===== config.mk =====
export PLATFORM = sky130hd
export DESIGN_NAME = alu_sequencer
export DESIGN_NICKNAME = d
export VERILOG_FILES = /design/src/rtl/alu_sequencer.sv
export SDC_FILE = /design/constraint.sdc
export NUM_CORES = 1
export LEC_CHECK = 0
export CAP_MARGIN = 10
export CORE_UTILIZATION = 35
export DETAILED_ROUTE_END_ITERATION = 8
export SLEW_MARGIN = 15
export SYNTH_ARGS = -nofsm -noshare
export SYNTH_HDL_FRONTEND = slang
export SYNTH_SLANG_ARGS = --single-unit

===== constraint.sdc =====
create_clock -name clk -period 3.4 [get_ports clk]
set_input_delay 0.68 -clock clk [delete_from_list [all_inputs] [get_ports clk]]
set_output_delay 0.68 -clock clk [all_outputs]
set_load 0.02 [all_outputs]

===== src/rtl/alu_sequencer.sv =====
// Command sequencer for an external combinational ALU: holds A/B operands and flags,
// and steps single-bit shifts over several cycles.
module alu_sequencer #(
   parameter int DATA_BITS = 8
) (
   input  logic                 clk,
   input  logic                 rst_n,
   input  logic                 cmd_valid,
   output logic                 cmd_ready,
   input  logic [2:0]           cmd_op,
   input  logic [DATA_BITS-1:0] cmd_data,
   output logic [DATA_BITS-1:0] alu_a,
   output logic [DATA_BITS-1:0] alu_b,
   output logic [1:0]           alu_op,
   input  logic [DATA_BITS-1:0] alu_result,
   input  logic                 alu_carry,
   input  logic                 alu_zero,
   output logic                 carry_flag,
   output logic                 zero_flag,
   output logic                 out_valid,
   output logic [DATA_BITS-1:0] out_data
);

   typedef enum logic [1:0] {IDLE, EXEC, SHIFT} state_t;

   localparam logic [2:0] OP_LDA = 3'b000;
   localparam logic [2:0] OP_LDB = 3'b001;
   localparam logic [2:0] OP_ADD = 3'b010;
   localparam logic [2:0] OP_SUB = 3'b011;
   localparam logic [2:0] OP_SHL = 3'b100;
   localparam logic [2:0] OP_SHR = 3'b101;
   localparam logic [2:0] OP_OUT = 3'b110;

   state_t               state, state_nxt;
   logic [DATA_BITS-1:0] a_reg, b_reg;
   logic [2:0]           cnt;
   logic [1:0]           op_reg;
   logic                 accept;
   logic                 shift_nz;

   assign accept   = cmd_valid && cmd_ready;
   assign shift_nz = (cmd_data[2:0] != 3'd0);
   assign alu_a    = a_reg;
   assign alu_b    = b_reg;

   always_ff @(posedge clk or negedge rst_n) begin
      if (!rst_n) state <= IDLE;
      else        state <= state_nxt;
   end

   always_comb begin
      state_nxt = state;
      case (state)
         IDLE: begin
            if (accept) begin
               if (cmd_op == OP_ADD || cmd_op == OP_SUB)
                  state_nxt = EXEC;
               else if ((cmd_op == OP_SHL || cmd_op == OP_SHR) && shift_nz)
                  state_nxt = SHIFT;
            end
         end
         EXEC:    state_nxt = IDLE;
         SHIFT:   if (cnt == 3'd1) state_nxt = IDLE;
         default: state_nxt = IDLE;
      endcase
   end

   // The ALU sees add in IDLE; the latched op only matters while busy.
   always_comb begin
      cmd_ready = (state == IDLE);
      alu_op    = (state == IDLE) ? 2'b00 : op_reg;
   end

   always_ff @(posedge clk or negedge rst_n) begin
      if (!rst_n) begin
         a_reg      <= '0;
         b_reg      <= '0;
         cnt        <= 3'd0;
         op_reg     <= 2'b00;
         carry_flag <= 1'b0;
         zero_flag  <= 1'b0;
         out_valid  <= 1'b0;
         out_data   <= '0;
      end else begin
         out_valid <= accept && (cmd_op == OP_OUT);
         case (state)
            IDLE: begin
               if (accept) begin
                  case (cmd_op)
                     OP_LDA: a_reg  <= cmd_data;
                     OP_LDB: b_reg  <= cmd_data;
                     OP_ADD: op_reg <= 2'b00;
                     OP_SUB: op_reg <= 2'b01;
                     OP_SHL: if (shift_nz) begin
                        op_reg <= 2'b10;
                        cnt    <= cmd_data[2:0];
                     end
                     OP_SHR: if (shift_nz) begin
                        op_reg <= 2'b11;
                        cnt    <= cmd_data[2:0];
                     end
                     OP_OUT: out_data <= a_reg;
                     default: ;
                  endcase
               end
            end
            EXEC: begin
               a_reg      <= alu_result;
               carry_flag <= alu_carry;
               zero_flag  <= alu_zero;
            end
            SHIFT: begin
               a_reg      <= alu_result;
               carry_flag <= alu_carry;
               zero_flag  <= alu_zero;
               cnt        <= cnt - 3'd1;
            end
            default: ;
         endcase
      end
   end

endmodule


# == Yosys cells after proc, flatten, opt, wreduce, memory -nomap -nowiden ==
# Cells that the tools add are included.
# W data, S select, Z words.
# totals
ff_bits,34
input_bits,24
out_inout_bits,30
wordCells,62
# op_classes
n_addsub,1
n_eq_ne,17
muxes,16
reduce_logical,19
# ops
cell,n
$mux W8,2
$pmux W8 S2,1
$mux W2,7
$reduce_and A3 Y1,4
$eq A3 B3 Y1 const B,3
$mux W3,3
$ne A2 B2 Y1 const B,4
$pmux W2 S4,1
$eq A3 B1 Y1 const B,2
$eq A3 B2 Y1 const B,2
$ne A2 B1 Y1 const B,3
$pmux W3 S2,1
$reduce_and A5 Y1,1
$pmux W2 S2,1
$reduce_and A4 Y1,1
$reduce_bool A2 Y1,2
$reduce_bool A4 Y1,1
$reduce_or A2 Y1,2
$logic_and A1 B1 Y1,3
$logic_not A3 Y1,1
$ne A3 B1 Y1 const B,1
$reduce_bool A3 Y1,1
$sub A3 B1 Y3 const B,1
$eq A2 B1 Y1 const B,1
other kinds (3),4

# == Longest topological paths before layout ==
# depth
ltp_word,7
depth_mapped,6
mapped_depth_nobuf,5

# == Worst setup path after synthesis ==
# Ideal clock, no wire load.
# synth_timing
kind,reg2out
from,register state[0]
to,output port alu_op[0]
t_arrival_ps,1263
t_required_ps,2720
setup_slack_ps,1457
path_stages_with_launch,5
n_path_buf,1
cell_sequence,dfrtp_1 inv_1 ha_1 buf_4 nor2b_1
# synth_via
elab_chain_cells,2
# synth_lines
element,line_no,source
"start, declared",34,"state_t state, state_nxt;"
"start signal, assigned",48,else state <= state_nxt;
$logic_not A2 Y1,n/a,
net cmd_ready,9,"output logic cmd_ready,"
$mux W2,71,alu_op = (state == IDLE) ? 2'b00 : op_reg;
"end, declared",14,"output logic [1:0] alu_op,"
# The timed path passes the listed nets, and every way through them passes these cells.

# == Final worst setup path ==
# layout_timing
from,register state[0]
to,output port cmd_ready
# layout_via
elab_chain_cells,1
# layout_lines
element,line_no,source
$logic_not A2 Y1,70,cmd_ready = (state == IDLE);
"end, declared",9,
# No other way between the ends.

==> impl_metrics.ini <==
[status]
status = finished, violations left
violations = DRC

[finish]
fin_area_um2 = 2322
areaGrowthSynthToFinish_pct = 41.25
stdcell_count = 232
drive_gt1_share_pct = 27.22
antenna_cells = 0
nets = 207

[timing]
setup_viol = 0
holdWs_ns = 0.4957
period_needed_ns = 2.696
slew_violations = 0
fin_setup_tns_ns = 0
hold_viol_final = 0
fmax_ghz = 0.3709
slew_headroom_pct = 61.26
finalCritPeriodShare_pct = 79.30
skew_ns = 0.004718
tightest_slew_ns = 0.5811
rsz0062_at_grt = no

[setup_path]
cpPeakStageDelay_ns = 0.72
critPathMaxFanout = 15
cp_cell_sequence = inv_1 -> ha_1 -> clkdlybuf4s50_1
crit_required_ns = 2.72
critical_path_class = flip-flop to output pin
critPathLaunchType = flip-flop
worstSetupEndpointType = output pin
slowest_stage = clkdlybuf4s50_1
crit_buf_inv = 2
critPathTopFamily = buffers and inverters
arrival_ns = 2.02

[drt]
drt_iter0_drc = 81
antenna_left = 0
drc = 4
routedWlPerCell_um = 15.73
wl_mm = 3.649
firstDrtPassIters = 6
viasPerCell = 5.233
vias = 1214

[grt]
antenna_found_initial = 0
grt_pass1_vias = 1187
grt_overflow = 0
grt_pass1_wl_mm = 5.906
grtUsageTotal_pct = 15.66
grt_max_degree = 35

[clocking]
cts_tree = done
cts-root-buf = clkbuf_8
cts_buffer_depth = 2
clk_pin_slew_ns = 0.06
post-cts-setup-buffers = 0
insertion_delay_ns = 0.28
ctsHoldBuffers = 0
cts_max_level = 2
ctsResizeCount = 0
cts_sinks = 34
cts_inserted_buffers = 5

[synth]
syn_area_um2 = 1644
yosysWarnings = 0
synth_cell_types = 33
avgSynthCellArea_um2 = 13.59
synth_fp_nets = 149
syn-instance-count = 121
ys_seq_area_share_pct = 51.75
synth-seq-cells = 34

[floorplanning]
fp.dieH_um = 70.54
fp.coreArea_um2 = 4444
io_pins = 54
die_w_um = 70.54
row_count = 24
die-area_um2 = 4975
initial_core_util_pct = 36.99

[placement]
place_area_um2 = 2231
hpwl_mm = 2.597
io_buffers = 53
placedCellCount = 224
gp_congestion = 0.7497

[power]
power_leakage_nw = 0.9495
ir_worst_vdd_uv = 495.9
powerDensity_nw_per_um2 = 1006

[min_path]
hp-class = flip-flop to flip-flop

[job]
maxCapViolCount = 0
logic make-up after synthesis:
family / synth area share (%)
xor gates and xnor gates: 0.5328
DFF: 51.75
adders and majority gates: 3.044
and+or+nand+nor: 10.12
muxes: 26.64
AOI/OAI and AO/OA: 5.556
buffers and inverters: 2.359
final timing paths:
path                            cells past startpoint  slack (ns)         to  startpoint
worst max-delay path                                3        0.70  cmd_ready    state[0]
worst min register to register                      1        0.50  op_reg[1]   op_reg[1]
worst max register to register                      4        1.33   alu_a[7]    state[0]
min in group asynchronous                           2        0.80   alu_a[1]       rst_n
worst min-delay path                                1        0.50  op_reg[1]   op_reg[1]
max in group asynchronous                           2        2.27  op_reg[1]       rst_n
synthesized netlist by cell type:
cell | n | share of area, %
or3_1 | 1 | 0.38
xnor2_1 | 1 | 0.53
inv_1 | 6 | 1.4
o2bb2ai_1 | 1 | 0.53
buf_2 | 1 | 0.30
dfrtp_1 | 34 | 52
nor2_1 | 3 | 0.68
o211ai_1 | 3 | 1.4
nand4b_1 | 2 | 1.1
o21ai_0 | 2 | 0.61
nand2b_1 | 1 | 0.38
a22oi_1 | 1 | 0.46
nand2_1 | 3 | 0.68
mux2i_1 | 1 | 0.61
nor3_2 | 1 | 0.61
a211oi_1 | 1 | 0.46
nand4_2 | 1 | 0.76
ha_1 | 4 | 3.0
o22ai_1 | 1 | 0.38
mux2i_4 | 1 | 1.4
nand3b_1 | 4 | 1.8
mux2_2 | 36 | 25
nor3b_1 | 1 | 0.46
nand4_1 | 1 | 0.38
o21a_1 | 1 | 0.46
o311ai_0 | 1 | 0.53
a21oi_1 | 1 | 0.30
nor2_4 | 1 | 0.68
a21o_1 | 1 | 0.46
clkbuf_1 | 1 | 0.23
buf_4 | 1 | 0.46
nor4b_4 | 1 | 1.4
nor2b_1 | 2 | 0.76
placed cells by master, fill, tap and decap left out, types with 2 or more instances in the layout:
cell type and count:
dfrtp_1 34, inv_1 6, nand3b_1 4, nor2_1 3, ha_1 4, nand2_1 3
clkdlybuf4s50_1 53, o21ai_0 2, mux2_2 36, o211ai_1 3, nor2b_1 2, nand4b_1 2
clkbuf_8 6
per-stage QoR:
step	power, mW	utilization [%]	worst slack [ns]
CTS	2.365	52.25	0.7053
global placement	2.014	50.20	1.078
detailed placement	2.050	50.20	1.015
finish	2.337	52.25	0.7036
global route	2.478	52.25	0.6074
floorplan	1.528	-	1.457
where the power goes:
part / leakage [nW] / switching, mW / internal [mW]
logic: 0.492 / 0.611 / 0.690
clock network: 0.0482 / 0.139 / 0.163
registers: 0.410 / 0.125 / 0.609
total: 0.949 / 0.875 / 1.46
layout make-up:
cell class / count / area (um^2)
clock buffer: 7 / 86.33
clock inverter: 1 / 5.005
fill: 390 / 2122
inverter: 6 / 22.52
multi-input combinational: 78 / 754.5
sequential: 34 / 850.8
tap: 52 / 65.06
timing repair buffer: 54 / 538.0
metal layers:
| layer | GRT usage (%) | share of wire [%] | vias to the layer above |
|---|---|---|---|
| met5 | 0 | 0 | - |
| met4 | 5.778 | 1.2 | 0 |
| met3 | 7.123 | 10 | 5 |
| met2 | 23.52 | 45 | 50 |
| met1 | 20.00 | 43 | 598 |
| li1 | - | - | 561 |
Note: power is estimated with default switching activity, not from simulation.
